File: config.mk
export PLATFORM = sky130hd
export DESIGN_NAME = serial_addsub_core_flat
export DESIGN_NICKNAME = d
export VERILOG_FILES = /design/src/rtl/serial_addsub_core_if.sv /design/src/rtl/serial_addsub_core.sv /design/src/flat_wrapper.sv
export SDC_FILE = /design/constraint.sdc
export NUM_CORES = 1
export LEC_CHECK = 0
export BUFFER_PORTS_ARGS = -buffer_cell sky130_fd_sc_hd__buf_2
export CAP_MARGIN = 20
export CORE_UTILIZATION = 45
export DETAILED_ROUTE_END_ITERATION = 7
export PLACE_DENSITY = 0.66
export SLEW_MARGIN = 40
export SYNTH_ARGS = -nofsm -noshare
export SYNTH_HDL_FRONTEND = slang
export SYNTH_SLANG_ARGS = --single-unit
export TNS_END_PERCENT = 20
File: constraint.sdc
create_clock -name clk -period 1.9 [get_ports clk]
set_input_delay 0.38 -clock clk [delete_from_list [all_inputs] [get_ports clk]]
set_output_delay 0.38 -clock clk [all_outputs]
set_load 0.03 [all_outputs]
File: src/rtl/serial_addsub_core_if.sv
// Handshake and data bundle for the bit-serial adder/subtractor stage.
// The master side issues operands and a start request; the slave returns result and status.
interface serial_addsub_core_if #(
  parameter int WIDTH = 8
);
  logic             start;
  logic [WIDTH-1:0] A;
  logic [WIDTH-1:0] flippedB;
  logic             m;
  logic [WIDTH-1:0] S;
  logic             cout;
  logic             ovf;
  logic             zero;
  logic             busy;
  logic             done;

  modport master (
    output start, A, flippedB, m,
    input  S, cout, ovf, zero, busy, done
  );

  modport slave (
    input  start, A, flippedB, m,
    output S, cout, ovf, zero, busy, done
  );
endinterface

File: src/rtl/serial_addsub_core.sv
// Bit-serial WIDTH-bit adder/subtractor: S = A + flippedB + m, one bit per clock, LSB first,
// through a single full adder, with registered status flags and a one-cycle done pulse.
module serial_addsub_core #(
   parameter int WIDTH = 8
) (
   input logic                 clk,
   input logic                 rst,
   serial_addsub_core_if.slave bus
);
   localparam int CW = $clog2(WIDTH);

   typedef enum logic [1:0] {IDLE, RUN, DONE} state_t;

   state_t           state, state_next;
   logic [WIDTH-1:0] a_sh, b_sh, s_q;
   logic [CW-1:0]    bit_cnt;
   logic             carry;
   logic             cout_q, ovf_q, zero_q, busy_q, done_q;
   logic             sum_bit, carry_next, last_bit;
   logic [WIDTH-1:0] s_shifted;

   assign sum_bit    = a_sh[0] ^ b_sh[0] ^ carry;
   assign carry_next = (a_sh[0] & b_sh[0]) | (a_sh[0] & carry) | (b_sh[0] & carry);
   assign last_bit   = (bit_cnt == CW'(WIDTH - 1));
   assign s_shifted  = {sum_bit, s_q[WIDTH-1:1]};

   // NOTE: every variable written here gets a default first, so no path can infer a latch.
   always_comb begin
      state_next = state;
      case (state)
         IDLE:    if (bus.start) state_next = RUN;
         RUN:     if (last_bit)  state_next = DONE;
         DONE:    state_next = IDLE;
         default: state_next = IDLE;
      endcase
   end

   // NOTE: sequential state uses non-blocking assignments so all registers update together.
   always_ff @(posedge clk) begin
      if (rst) state <= IDLE;
      else     state <= state_next;
   end

   always_ff @(posedge clk) begin
      if (rst) begin
         a_sh    <= '0;
         b_sh    <= '0;
         s_q     <= '0;
         bit_cnt <= '0;
         carry   <= 1'b0;
         cout_q  <= 1'b0;
         ovf_q   <= 1'b0;
         zero_q  <= 1'b0;
         busy_q  <= 1'b0;
         done_q  <= 1'b0;
      end else begin
         // busy/done are registered copies of the state being entered.
         busy_q <= (state_next == RUN);
         done_q <= (state_next == DONE);
         case (state)
            IDLE: begin
               if (bus.start) begin
                  a_sh    <= bus.A;
                  b_sh    <= bus.flippedB;
                  carry   <= bus.m;
                  bit_cnt <= '0;
                  s_q     <= '0;
                  cout_q  <= 1'b0;
                  ovf_q   <= 1'b0;
                  zero_q  <= 1'b0;
               end
            end
            RUN: begin
               a_sh    <= a_sh >> 1;
               b_sh    <= b_sh >> 1;
               carry   <= carry_next;
               s_q     <= s_shifted;
               bit_cnt <= bit_cnt + 1'b1;
               if (last_bit) begin
                  // carry still holds the carry into the MSB at this point.
                  cout_q <= carry_next;
                  ovf_q  <= carry ^ carry_next;
                  zero_q <= (s_shifted == '0);
               end
            end
            default: ;
         endcase
      end
   end

   assign bus.S    = s_q;
   assign bus.cout = cout_q;
   assign bus.ovf  = ovf_q;
   assign bus.zero = zero_q;
   assign bus.busy = busy_q;
   assign bus.done = done_q;
endmodule
File: src/flat_wrapper.sv
// flat-port wrapper written by rule: the top's interface ports become plain ports
module serial_addsub_core_flat 
#(
   parameter int WIDTH = 8
)
  (clk, rst, bus_start, bus_A, bus_flippedB, bus_m, bus_S, bus_cout, bus_ovf, bus_zero, bus_busy, bus_done);
  serial_addsub_core_if #(.WIDTH(WIDTH)) bus_i ();
  input logic clk;
  input logic rst;
  input wire logic [$bits(bus_i.start)-1:0] bus_start;
  input wire logic [$bits(bus_i.A)-1:0] bus_A;
  input wire logic [$bits(bus_i.flippedB)-1:0] bus_flippedB;
  input wire logic [$bits(bus_i.m)-1:0] bus_m;
  output wire logic [$bits(bus_i.S)-1:0] bus_S;
  output wire logic [$bits(bus_i.cout)-1:0] bus_cout;
  output wire logic [$bits(bus_i.ovf)-1:0] bus_ovf;
  output wire logic [$bits(bus_i.zero)-1:0] bus_zero;
  output wire logic [$bits(bus_i.busy)-1:0] bus_busy;
  output wire logic [$bits(bus_i.done)-1:0] bus_done;
  assign bus_i.start = bus_start;
  assign bus_i.A = bus_A;
  assign bus_i.flippedB = bus_flippedB;
  assign bus_i.m = bus_m;
  assign bus_S = bus_i.S;
  assign bus_cout = bus_i.cout;
  assign bus_ovf = bus_i.ovf;
  assign bus_zero = bus_i.zero;
  assign bus_busy = bus_i.busy;
  assign bus_done = bus_i.done;
  serial_addsub_core #(.WIDTH(WIDTH)) u_core (.clk(clk), .rst(rst), .bus(bus_i));
endmodule
==> results of run 1 <==
[power breakdown]
part | internal (uW) | switching (uW)
clock | 171 | 225
sequential | 771 | 28.8
combinational | 101 | 114
total | 1040 | 368
[per-stage QoR]
step / hold WS [ns] / worst slack, ns / instances / cell area, um2 / total power, uW
after floorplan: 0.4575 / 0.5554 / 141 / 1544 / 979.4
after global placement: 0.4397 / 0.4740 / 213 / 1743 / 1029
after detailed placement: 0.4454 / 0.4238 / 213 / 1743 / 1034
after CTS: 0.2768 / 0.3946 / 220 / 1799 / 1433
after global routing: 0.3108 / 0.2953 / 220 / 1799 / 1481
final: 0.2935 / 0.3808 / 220 / 1799 / 1412
[worst reg2reg max path: cells and delay by family, from the launching register on]
family | cells | cell delay, ns
AND/OR/NAND/NOR | 1 | 0.07
flip-flops | 1 | 0.57
buffers and inverters | 1 | 0.23
AO/OA/AOI/OAI | 2 | 0.58
[final cells by class]
type | instances | area (um2)
multi-input cells | 93 | 754.5
well taps | 44 | 55.05
inverters | 2 | 7.507
clock inverters | 1 | 5.005
flip-flops and latches | 35 | 700.7
repair buffers | 39 | 225.2
clock buffers | 6 | 51.30
fillers | 306 | 1354
[cell usage in the layout (no fill, tap or decap), types with 2 or more instances in the layout]
| cell | n |
|---|---|
| buf_4 | 6 |
| inv_1 | 2 |
| a22oi_1 | 12 |
| a211oi_1 | 3 |
| buf_2 | 32 |
| mux2i_1 | 15 |
| dfxtp_1 | 35 |
| nor2_2 | 7 |
| nor4_1 | 2 |
| ha_1 | 2 |
| a22o_1 | 3 |
| nor2_1 | 22 |
| clkbuf_4 | 5 |
| a211oi_2 | 14 |
[worst paths after layout]
path	to	slack [ns]
max	u_core.a_sh[1]	0.38
min	u_core.b_sh[7]	0.29
max reg2reg	u_core.a_sh[1]	0.38
min reg2reg	u_core.bus.zero	0.47
[sequential cells by signal, summed over array words and instances, names as in the netlist]
register / count
u_core.bus.zero: 1
u_core.carry: 1
u_core.bus.busy: 1
u_core.bus.ovf: 1
u_core.bus.cout: 1
u_core.a_sh: 8
u_core.bus.done: 1
u_core.state: 2
u_core.b_sh: 8
u_core.bit_cnt: 3
u_core.bus.S: 8
[logic make-up (layout without fill, tap and decap cells)]
logic type	Yosys count	in the layout
flip-flops	35	35
AND/OR/NAND/NOR	37	37
AO/OA/AOI/OAI	36	36
buffers and inverters	13	48
XOR/XNOR	1	1
adder cells (fa/ha/maj)	3	3
multiplexers	16	16
[per-layer routing]
layer | wire length (um) | share of wire, % | track usage (%) | vias up
met4 | 24 | 0.84 | 7.792 | 0
met3 | 127 | 4.4 | 5.757 | 2
met2 | 1351 | 47 | 28.89 | 24
met5 | 0 | 0 | 0 | -
li1 | - | - | - | 579
met1 | 1367 | 48 | 21.53 | 520
==> metrics, run 1 <==
initial antenna violation count 0; Worst EP required 2.15 ns; synthesized net count 164; fmax 658.2 MHz; IO Port Bufs 32; core area 3153 um2; post-synthesis adder-cell area fraction 2.917%; Num CTS Buffers 5; Final min period 1.519 ns; Cell Rows 20; worst skew pair latency 0.33 ns; first-pass GRT wire length 4.747 mm; Slew Viols, Final 0; Worst Hold Launch bus_flippedB[7]; mux contribution to synthesized area 10.45%; type of origin of the critical path flop; Seq cells post-synth 35; vias 1,125; worst setup path startpoint u_core.state[0]; FFs w/ async S/R, synth 0%; Longest Clk Path Bufs 2; vias per cell 5.114; largest family of logic cells by synthesized area compound AO/OA/AOI/OAI gates; simple-gate share of the synthesized area 12.16%; Post-synth top flop dfxtp_1; drt initial violations 41; Leak 0.0007839 uW; delay-heaviest family, CP compound AO/OA/AOI/OAI gates; clock skew 0.006785 ns; IO Count 33; YS warnings 0; grt total ovfl 0; reg2reg start u_core.state[0]; H-tree levels 2; Routed wire per std cell 13.05 um; layout cells sized above 1 40.34%; post-synthesis cell count 141; max_cap viols 0; drt total wl 2.871 mm; Synth area leader dfxtp_1; Post-Synth XOR/XNOR Area 0.5673%; Tightest Hold Check Type in -> reg; Crit path buffers/inverters 1; sequential share of the synthesized area 45.38%; Levels on crit path 4; crit path kind reg -> reg; Tightest Pin Transition 0.5877 ns; final core utilization 57.06%; Power Density 784.9 nW/um2; share of the synthesized area in the top cell type 45.38%; Reg clk slew, reported paths 0.10 ns; setup violators final 0; WP data arrival 1.77 ns; final hold viol count 0; Netlist cell types 30; CP Max Fanout 23; CTS tree done; Reg2Reg Depth 4; DRT Pass-1 Iters 4; synthesized area per cell 10.95 um2; EDFF count, synth 0; placed wire-length estimate 2.111 mm; ANT cells 0; Mapped Area 1544 um2; unrepaired setup endpoints after global routing no; GRT Total Usage 17.76%; run status complete, no violations; Die Y 60.58 um; slowest cell delay on critical path 0.57 ns; Root Driver clkbuf_4; largest net degree at the start of global routing 24; drt drc 0; TNS Setup 0 ns; Peak VDD IR 0.4372 mV; Final Wtd Congestion 0.6944; WHS Path Cells 3; CP max-delay cell dfxtp_1; # hold bufs at CTS 0; Post CTS Setup Buffer Count 0; Final nets 199; Synth-to-Final Area Change 16.53%; Compound-Gate Fraction of Synth Area 22.77%; die width 60.58 um; synth top area cells dfxtp_1 (45%), a211oi_2 (11%), mux2i_1 (9.7%); PostCTS Resize Cnt 0; worst-path cell chain o21ba_1, buf_12, nor2_1, a211oi_2; most frequent cells after synthesis dfxtp_1 (35), nor2_1 (22), mux2i_1 (15); total die area 3669 um2; most numerous cell in the Yosys netlist dfxtp_1; vias in the first global route 1,096; Period Utilization, post-route 79.96%; Num Clock Sinks 35; Antenna Nets Post-Route 0; CP Capture Type flop; Slew headroom 60.80%; Initial Util 48.97%
No activity file was read; power rests on OpenSTA's default activity.
==> run 2, diff against run 1 <==
==> constraint.sdc (replaced) <==
create_clock -name clk -period 1.6 [get_ports clk]
set_input_delay 0.32 -clock clk [delete_from_list [all_inputs] [get_ports clk]]
set_output_delay 0.32 -clock clk [all_outputs]
set_load 0.03 [all_outputs]
==> run 2 against run 1 <==
Against the previous run: final cell count grew 0.91%; first-iteration DRC count increased by 44%; clock power up 68%; critical path depth increased by 1; combinational power grew 22%; largest power group unchanged; setup slack lost 0.26 ns; total power increased by 33%; sequential power rose by 18%; highest routed layer unchanged.
==> metrics, run 2 (same netlist as run 1, synthesis figures left out) <==
run status complete, no violations; vias 1,158; Cell Rows 20; Die Y 60.58 um; Design Area, Final 1837 um2; layout cells sized above 1 41.01%; worst-path cell chain ha_1, ha_1, mux2_2, a21oi_2, a22o_1; CP max-delay cell dfxtp_1; Post-Layout Cell Count 222; ANT cells 0; Reg clk slew, reported paths 0.11 ns; post-layout power 1873 uW; Antenna Nets Post-Route 0; drt initial violations 59; CP Max Fanout 5; clock skew 0.01251 ns; first-pass GRT wire length 4.616 mm; WHS Path Cells 3; Post CTS Setup Buffer Count 0; CTS tree done; Synth-to-Final Area Change 18.96%; WP data arrival 1.77 ns; DP Area 1750 um2; Longest Clk Path Bufs 2; die width 60.58 um; # hold bufs at CTS 0; max_cap viols 0; TNS Setup 0 ns; vias per cell 5.216; setup violators final 0; grt total ovfl 0; unrepaired setup endpoints after global routing no; Levels on crit path 5; worst skew pair latency 0.34 ns; Peak VDD IR 0.6106 mV; crit path kind reg -> reg; Slew Viols, Final 0; Hold WS 0.2209 ns; drt total wl 2.888 mm; Worst EP required 1.89 ns; Tightest Hold Check Type in -> reg; Final Wtd Congestion 0.6974; core area 3153 um2; vias in the first global route 1,055; CP most frequent cell ha_1; delay-heaviest family, CP adder cells; Num Clock Sinks 35; IO Port Bufs 32; type of origin of the critical path flop; most frequent cells in the layout dfxtp_1 (35), buf_2 (32), nor2_1 (22); Crit path buffers/inverters 0; initial antenna violation count 0; total die area 3669 um2; CP Capture Type flop; PostCTS Resize Cnt 0; Tightest Pin Transition 0.5906 ns; Power Density 1020 nW/um2; most common cell after layout, fill and taps aside dfxtp_1; drt drc 0; GRT Total Usage 17.83%; number of fill cells 306; Final nets 200; slowest cell delay on critical path 0.34 ns; Final min period 1.480 ns; H-tree levels 2; Routed wire per std cell 13.01 um; Initial Util 48.97%; DRT Pass-1 Iters 5; final hold viol count 0; Slew headroom 60.60%; fmax 675.6 MHz; Reg2Reg Depth 5; largest net degree at the start of global routing 21; Num CTS Buffers 5; Root Driver clkbuf_4; Leak 0.0008026 uW; Period Utilization, post-route 92.51%; placed wire-length estimate 2.116 mm; Inst Count DP 214; IO Count 33
[run 2: changes by cell type in the layout (fill, tap and decap cells not counted), sizes merged]
cell / delta
buf: +1
bufinv: +1
[run 2: area by class of cell]
type	count	area, um2	share of cell area, %
Clock buffer	6	51.30	2.793
Clock inverter	2	35.03	1.907
Inverter	2	7.507	0.4087
Multi-Input combinational cell	93	754.5	41.08
Sequential cell	35	700.7	38.15
Tap cell	44	55.05	2.997
Timing Repair Buffer	40	232.7	12.67
[run 2: where the power goes]
group | internal [uW] | switching, uW
Clock | 369 | 295
Combinational | 123 | 140
Sequential | 916 | 29.5
Total | 1410 | 465
[run 2: layer usage]
metal	vias to the layer above	GRT usage [%]	wire length, um
met2	28	28.73	1318
met3	5	6.397	149
li1	584	-	-
met1	541	21.49	1376
met4	0	7.792	44
met5	-	0	0
[run 2: worst reg2reg max path, delay by kind of cell (launching register included)]
family                     cells  cell delay [ns]
DFF                            1             0.34
muxes                          1             0.29
adders and majority gates      2             0.44
AOI/OAI and AO/OA              2             0.35
[run 2: final timing paths]
| kind | start | endpoint | slack [ns] |
|---|---|---|---|
| worst min-delay path | bus_A[7] | u_core.a_sh[7] | 0.22 |
| worst min register to register | u_core.bus.zero | u_core.bus.zero | 0.46 |
| worst max register to register | u_core.bit_cnt[0] | u_core.bus.ovf | 0.12 |
| worst max-delay path | u_core.bit_cnt[0] | u_core.bus.ovf | 0.12 |
[run 2: per-stage QoR]
| stage | setup slack (ns) | util [%] |
|---|---|---|
| 6_report | 0.1199 | 58.25 |
| 5_1_grt | 0.07524 | 58.25 |
| 4_1_cts | 0.1224 | 58.25 |
| 3_5_place_dp | 0.1656 | 55.52 |
| 3_3_place_gp | 0.1827 | 55.52 |
| 2_1_floorplan | 0.2554 | - |
